<file path="config.mk">
export PLATFORM = sky130hd
export DESIGN_NAME = game_status_tracker
export DESIGN_NICKNAME = d
export VERILOG_FILES = /design/src/rtl/pacman_pkg.sv /design/src/rtl/frame_timer.sv /design/src/rtl/game_status_tracker.sv
export SDC_FILE = /design/constraint.sdc
export NUM_CORES = 1
export LEC_CHECK = 0
export CAP_MARGIN = 20
export CORE_UTILIZATION = 50
export DETAILED_ROUTE_END_ITERATION = 10
export PLACE_DENSITY = 0.76
export SYNTH_ARGS = -nofsm -noshare
export SYNTH_HDL_FRONTEND = slang
export SYNTH_SLANG_ARGS = --single-unit
</file>
<file path="constraint.sdc">
create_clock -name Clk -period 2.6 [get_ports Clk]
set_input_delay 0.39 -clock Clk [delete_from_list [all_inputs] [get_ports Clk]]
set_output_delay 0.39 -clock Clk [all_outputs]
set_load 0.05 [all_outputs]
</file>
<file path="src/rtl/pacman_pkg.sv">
// -----------------------------------------------------------------------------
// pacman_pkg
//   Shared types and constants for the game status tracker.
//   - state_e    : tracker state (PLAY, DYING, LOST, WON)
//   - LEVEL_PLAY : game-control level encoding that enables play
//   - DEF_*_PTS  : default point values per event
//   - sat_add    : 16-bit saturating add used for the score
// -----------------------------------------------------------------------------
package pacman_pkg;

    typedef enum logic [1:0] {
        ST_PLAY  = 2'd0,
        ST_DYING = 2'd1,
        ST_LOST  = 2'd2,
        ST_WON   = 2'd3
    } state_e;

    localparam logic [1:0] LEVEL_PLAY = 2'b01;

    localparam int unsigned DEF_PELLET_PTS = 10;
    localparam int unsigned DEF_POWER_PTS  = 50;
    localparam int unsigned DEF_GHOST_PTS  = 200;

    function automatic logic [15:0] sat_add(input logic [15:0] a, input logic [15:0] b);
        logic [16:0] s;
        s = {1'b0, a} + {1'b0, b};
        return s[16] ? 16'hFFFF : s[15:0];
    endfunction

endpackage

</file>
<file path="src/rtl/frame_timer.sv">
// -----------------------------------------------------------------------------
// frame_timer
//   Down-counter clocked by video frame ticks.
//   Priority: clr_i > load_i > frame_tick_i decrement (stops at zero).
//   Ports:
//     clk_i, rst_i      clock, asynchronous active-high reset
//     clr_i            synchronous clear to zero
//     load_i/load_val_i synchronous load of a new count
//     frame_tick_i     decrement strobe
//     count_o          current count
//     running_o        count_o != 0
// -----------------------------------------------------------------------------
module frame_timer #(
    parameter int unsigned W = 8
) (
    input  logic         clk_i,
    input  logic         rst_i,
    input  logic         clr_i,
    input  logic         load_i,
    input  logic [W-1:0] load_val_i,
    input  logic         frame_tick_i,
    output logic [W-1:0] count_o,
    output logic         running_o
);

    logic [W-1:0] count_q, count_d;

    always_comb begin
        count_d = count_q;
        if (clr_i) begin
            count_d = '0;
        end else if (load_i) begin
            count_d = load_val_i;
        end else if (frame_tick_i && (count_q != '0)) begin
            count_d = count_q - W'(1);
        end
    end

    always_ff @(posedge clk_i or posedge rst_i) begin
        if (rst_i) begin
            count_q <= '0;
        end else begin
            count_q <= count_d;
        end
    end

    assign count_o   = count_q;
    assign running_o = (count_q != '0);

endmodule

</file>
<file path="src/rtl/game_status_tracker.sv">
// -----------------------------------------------------------------------------
// game_status_tracker
//   Tracks lives, score and pellets remaining from gameplay event pulses and
//   drives sticky over/win flags to the game-control FSM.
//   Optional feature macro: FRIGHT_MODE_EN (frightened-ghost timer; when
//   undefined, frightened is tied low and power pellets only score/count).
//   Ports:
//     Clk, Reset     clock, asynchronous active-high reset
//     reseton        synchronous restart (beats every same-cycle event)
//     level          2'b01 = playing; any other value freezes the tracker
//     frame_tick     one pulse per video frame
//     pellet_eaten, power_eaten, ghost_hit   event pulses
//     over, win      sticky end-of-game flags
//     lives, score, pellets_left             game counters
//     dying          high during the death animation
//     frightened     high while the fright timer runs
// -----------------------------------------------------------------------------
module game_status_tracker
    import pacman_pkg::*;
#(
    parameter int unsigned NUM_PELLETS   = 244,
    parameter int unsigned START_LIVES   = 3,
    parameter int unsigned DEATH_FRAMES  = 120,
    parameter int unsigned FRIGHT_FRAMES = 360,
    parameter int unsigned PELLET_PTS    = DEF_PELLET_PTS,
    parameter int unsigned POWER_PTS     = DEF_POWER_PTS,
    parameter int unsigned GHOST_PTS     = DEF_GHOST_PTS,
    localparam int unsigned CW           = $clog2(NUM_PELLETS + 1)
) (
    input  logic          Clk,
    input  logic          Reset,
    input  logic          reseton,
    input  logic [1:0]    level,
    input  logic          frame_tick,
    input  logic          pellet_eaten,
    input  logic          power_eaten,
    input  logic          ghost_hit,
    output logic          over,
    output logic          win,
    output logic [1:0]    lives,
    output logic [15:0]   score,
    output logic [CW-1:0] pellets_left,
    output logic          dying,
    output logic          frightened
);

    localparam int unsigned DW = (DEATH_FRAMES < 1) ? 1 : $clog2(DEATH_FRAMES + 1);
    localparam logic [DW-1:0] DEATH_LOAD = DW'(DEATH_FRAMES);

    state_e          state_q, state_d;
    logic            over_q, over_d;
    logic            win_q, win_d;
    logic [1:0]      lives_q, lives_d;
    logic [15:0]     score_q, score_d;
    logic [CW-1:0]   pellets_q, pellets_d;

    logic            tick_ok;
    logic [1:0]      eat_cnt;
    logic            ate;
    logic [15:0]     sc;
    logic [DW-1:0]   death_cnt;
    logic            death_load;
    logic            death_running_unused;
    logic            fright_on;
    logic            fright_load;

    // Frame ticks only advance timers while the game-control FSM is playing.
    assign tick_ok = frame_tick && (level == LEVEL_PLAY) && !reseton;
    assign eat_cnt = {1'b0, pellet_eaten} + {1'b0, power_eaten};

    always_comb begin
        state_d     = state_q;
        over_d      = over_q;
        win_d       = win_q;
        lives_d     = lives_q;
        score_d     = score_q;
        pellets_d   = pellets_q;
        death_load  = 1'b0;
        fright_load = 1'b0;
        ate         = 1'b0;
        sc          = score_q;

        if (reseton) begin
            state_d   = ST_PLAY;
            over_d    = 1'b0;
            win_d     = 1'b0;
            lives_d   = 2'(START_LIVES);
            score_d   = '0;
            pellets_d = CW'(NUM_PELLETS);
        end else begin
            case (state_q)
                ST_PLAY: begin
                    if (level == LEVEL_PLAY) begin
                        // Pellet pulses arriving with nothing left are dropped.
                        if ((pellets_q != '0) && (eat_cnt != 2'd0)) begin
                            ate = 1'b1;
                            if (pellet_eaten) sc = sat_add(sc, 16'(PELLET_PTS));
                            if (power_eaten) begin
                                sc          = sat_add(sc, 16'(POWER_PTS));
                                fright_load = 1'b1;
                            end
                            if (32'(pellets_q) > 32'(eat_cnt)) begin
                                pellets_d = pellets_q - CW'(eat_cnt);
                            end else begin
                                pellets_d = '0;
                            end
                        end
                        // Clearing the maze wins even if a ghost touches in the same cycle.
                        if (ate && (pellets_d == '0)) begin
                            state_d = ST_WON;
                            win_d   = 1'b1;
                        end else if (ghost_hit) begin
                            if (fright_on) begin
                                sc = sat_add(sc, 16'(GHOST_PTS));
                            end else if (lives_q <= 2'd1) begin
                                state_d = ST_LOST;
                                over_d  = 1'b1;
                                lives_d = 2'd0;
                            end else begin
                                state_d    = ST_DYING;
                                lives_d    = lives_q - 2'd1;
                                death_load = 1'b1;
                            end
                        end
                        score_d = sc;
                    end
                end
                // Leave on the tick that drains the timer, so play resumes
                // exactly DEATH_FRAMES ticks after the hit.
                ST_DYING: begin
                    if (tick_ok && (death_cnt <= DW'(1))) begin
                        state_d = ST_PLAY;
                    end
                end
                default: ;
            endcase
        end
    end

    always_ff @(posedge Clk or posedge Reset) begin
        if (Reset) begin
            state_q   <= ST_PLAY;
            over_q    <= 1'b0;
            win_q     <= 1'b0;
            lives_q   <= 2'(START_LIVES);
            score_q   <= '0;
            pellets_q <= CW'(NUM_PELLETS);
        end else begin
            state_q   <= state_d;
            over_q    <= over_d;
            win_q     <= win_d;
            lives_q   <= lives_d;
            score_q   <= score_d;
            pellets_q <= pellets_d;
        end
    end

    frame_timer #(
        .W (DW)
    ) u_death_timer (
        .clk_i        (Clk),
        .rst_i        (Reset),
        .clr_i        (reseton),
        .load_i       (death_load),
        .load_val_i   (DEATH_LOAD),
        .frame_tick_i (tick_ok && (state_q == ST_DYING)),
        .count_o      (death_cnt),
        .running_o    (death_running_unused)
    );

`ifdef FRIGHT_MODE_EN
    localparam int unsigned FW = (FRIGHT_FRAMES < 1) ? 1 : $clog2(FRIGHT_FRAMES + 1);

    logic          fright_clr;
    logic [FW-1:0] fright_cnt_unused;

    // Leaving PLAY for any reason cancels fright mode.
    assign fright_clr = reseton || (state_d != ST_PLAY);

    frame_timer #(
        .W (FW)
    ) u_fright_timer (
        .clk_i        (Clk),
        .rst_i        (Reset),
        .clr_i        (fright_clr),
        .load_i       (fright_load),
        .load_val_i   (FW'(FRIGHT_FRAMES)),
        .frame_tick_i (tick_ok && (state_q == ST_PLAY)),
        .count_o      (fright_cnt_unused),
        .running_o    (fright_on)
    );
`else
    logic fright_unused;

    assign fright_on     = 1'b0;
    assign fright_unused = fright_load ^ (FRIGHT_FRAMES == 0);
`endif

    assign over         = over_q;
    assign win          = win_q;
    assign lives        = lives_q;
    assign score        = score_q;
    assign pellets_left = pellets_q;
    assign dying        = (state_q == ST_DYING);
    assign frightened   = fright_on;

endmodule

</file>
==> summary.md <==
| Metric | Value |
|---|---|
| Drt first-iter violations | `335` |
| Fin cells | `529` |
| Synth unique cells | `66` |
| PD cells | `339 mW/mm2` |
| Gate Count Post-Synth | `roughly 350` |
| Place WS | `-0.597 ns` |
| Synth Area in Compound Gates | `25.0%` |
| Post-Synth Simple-Gate Area | `25.9%` |
| Number of antenna violations at the first check in global routing | `0` |
| Hold Fails Final Rpt | `0` |
| N_diodes | `0` |
| Die Y | `78.6 um` |
| Placed Cells | `507` |
| Number of flops mapped to enable cells by yosys | `0` |
| Clk Latency, worst-skew pair | `0.30 ns` |
| Vias in the first global route | `2,803` |
| H-tree levels | `2` |
| #FFs+latches synth | `37` |
| Hold Crit Class | `flip-flop to flip-flop` |
| IO Count | `39` |
| Worst vdd ir | `0.266 mV` |
| Final Net Count | `475` |
| Maxcap violations | `0` |
| WP data required | `between 2 and 3 ns` |
| First-pass GRT wire length | `13,400 um` |
| CTS tree | `done` |
| DP HPWL | `6220 um` |
| # clock sinks | `37` |
| Total negative slack | `0 ns` |
| CTS buffer count | `5` |
| All-Layer GR Usage | `27.7%` |
| Row count | `27` |
| Port bufs | `37` |
| Worst-Margin Slew | `0.509 ns` |
| Crit path launch type | `input port` |
| Routed vias | `3,187` |
| CTS Buffer Depth | `2` |
| Adder-cell area share of the yosys netlist | `4.52%` |
| Power consumption | `1.39 mW` |
| Final Setup Violations | `0` |
| R2R setup slack | `around 0.10 ns` |
| Final core utilization | `73.4%` |
| Synth Flop Type | `dfrtp_1` |
| Post-Syn Nets | `370` |
| Die Width | `78.6 um` |
| Largest net degree at the start of global routing | `38` |
| Post-Syn Area | `0.00293 mm2` |
| Via-per-instance ratio | `approximately 6.0` |
| Crit. End Element | `flip-flop` |
| Synth Warn # | `0` |
| Root Buffer Master | `clkbuf_8` |
| Leakage power | `1.76 nW` |
| Slew Limit Fails | `0` |
| Overflow after GRT | `0` |
| Synth Area in XOR/XNOR | `5.98%` |
| Synth top area cells | `dfrtp_1 26%, dfstp_2 6.3%, nand2_1 4.9%` |
| Async S/R FF share, synth | `100%` |
| Layout cell share with drive strength beyond 1 | `27.8%` |
| WL final | `slightly below 9000 um` |
| Worst EP arrival | `2.76 ns` |
| Final period demand of the worst path | `2.53 ns` |
| Worst Skew | `just under 0.009 ns` |
| Area leader, netlist | `dfrtp_1` |
| Fin crit share | `97.2%` |
| Area Overhead vs Synth | `39.7%` |
| Setup CP Type | `input port to flip-flop` |
| First-pass iteration count of the detailed router | `5` |
| Status | `complete, no violations` |
| Worst setup margin | `0.0737 ns` |
| Syn avg cell area | `8.35 um2` |
| Sequential area share after synthesis | `a little under a third` |
| Largest family of logic cells by synthesized area | `simple AND/OR/NAND/NOR gates` |
| Top cell type's share of synthesized area | `around 26%` |
| Slew Limit Headroom | `65.9%` |
| Die area | `0.00617 mm2` |
| Routed Antenna Nets | `0` |
| Initial Util | `52.6%` |
| Core Box Area | `0.00557 mm2` |
| Worst-path clk slew | `~0.08 ns` |
| Fmax | `396 MHz` |
| Drt drc | `0` |
| Placer Congestion | `0.944` |
| Worst Path Max Fanout | `3` |
| Routed len/inst | `16.4 um` |
| Multiplexer area fraction after synthesis | `2.39%` |
-- final timing paths --
| kind | start | endpoint | cells past startpoint |
|---|---|---|---|
| min in group asynchronous | Reset | score[4] | 3 |
| max in group asynchronous | Reset | pellets_left[1] | 3 |
| worst min-delay path | score[0] | score[0] | 1 |
| worst max register to register | pellets_left[1] | lives[0] | 11 |
| worst min register to register | score[0] | score[0] | 1 |
| worst max-delay path | power_eaten | u_death_timer.count_o[2] | 11 |
-- layer usage --
layer	vias to the layer above	GRT usage, %	wire, um
met5	-	0	0
met4	0	6.11	77
met3	11	4.19	748
met2	155	41.8	3990
met1	1509	41.5	3890
li1	1512	-	-
-- cells by family after synthesis --
group,count (synthesis)
xor+xnor,20
mux,7
flops,37
other cells,1
compound gates,107
simple gates,142
buf+inv,27
fa+ha+maj,10
-- cells in the mapped netlist (all sizes together), types with 10 or more instances --
cell	n
dfrtp	30
nor3	11
nor2	27
inv	13
nand2	39
xnor2	10
a21oi	28
o21ai	23
xor2	10
nand3	16
-- area by class of cell --
cell class | count | area (um2)
tap | 72 | 90.1
fill | 444 | 1480
timing repair buffer | 112 | 936
clock inverter | 3 | 21.3
multi-input combinational | 287 | 1980
inverter | 13 | 48.8
clock buffer | 5 | 68.8
sequential | 37 | 947
-- flip-flops by register name, summed over array words and instances (netlist names) --
name and cells:
pellets_left 8, u_death_timer.count_o 7, state_q 2, win 1
over 1, score 16, lives 2
-- critical path, stage by stage --
cell and delay, ns:
clkbuf_2 0.16, inv_2 0.08, ha_4 0.25, ha_4 0.17, fa_2 0.54, nand2_1 0.06, a221o_1 0.40, o311ai_4 0.33
nand2_1 0.12, buf_4 0.15, nor2_1 0.09
-- what timing repair did --
| item | CTS | global route |
|---|---|---|
| endpoints found under the hold margin | 0 | 0 |
| setup buffers | 1 | 13 |
| pin swaps | 3 | 5 |
| hold buffers | 0 | 0 |
| setup endpoints to repair | 18 | 19 |
| cloned | 0 | 0 |
| resized for setup | 4 | 11 |
-- report_power, final --
part / total, mW / internal (mW) / switching (mW) / leakage (nW)
logic: 0.342 / 0.152 / 0.190 / 1.24
clock network: 0.426 / 0.191 / 0.236 / 0.0445
registers: 0.617 / 0.592 / 0.0248 / 0.473
-- through the flow --
step	hold WS, ns	instance area (um2)
2_1_floorplan	0.501	3020
3_3_place_gp	0.479	3850
3_5_place_dp	0.482	3850
4_1_cts	0.503	3960
5_1_grt	0.528	4090
6_report	0.499	4090
-- placed cells by master (no fill, tap or decap), types with 11 or more instances in the layout --
| master | n |
|---|---|
| nand2_1 | 38 |
| inv_1 | 11 |
| nor2_1 | 27 |
| buf_4 | 74 |
| nand3_1 | 14 |
| dfrtp_1 | 20 |
| o21ai_0 | 23 |
| clkdlybuf4s50_1 | 35 |
| a21oi_1 | 27 |
No activity file was read; power rests on OpenSTA's default activity.
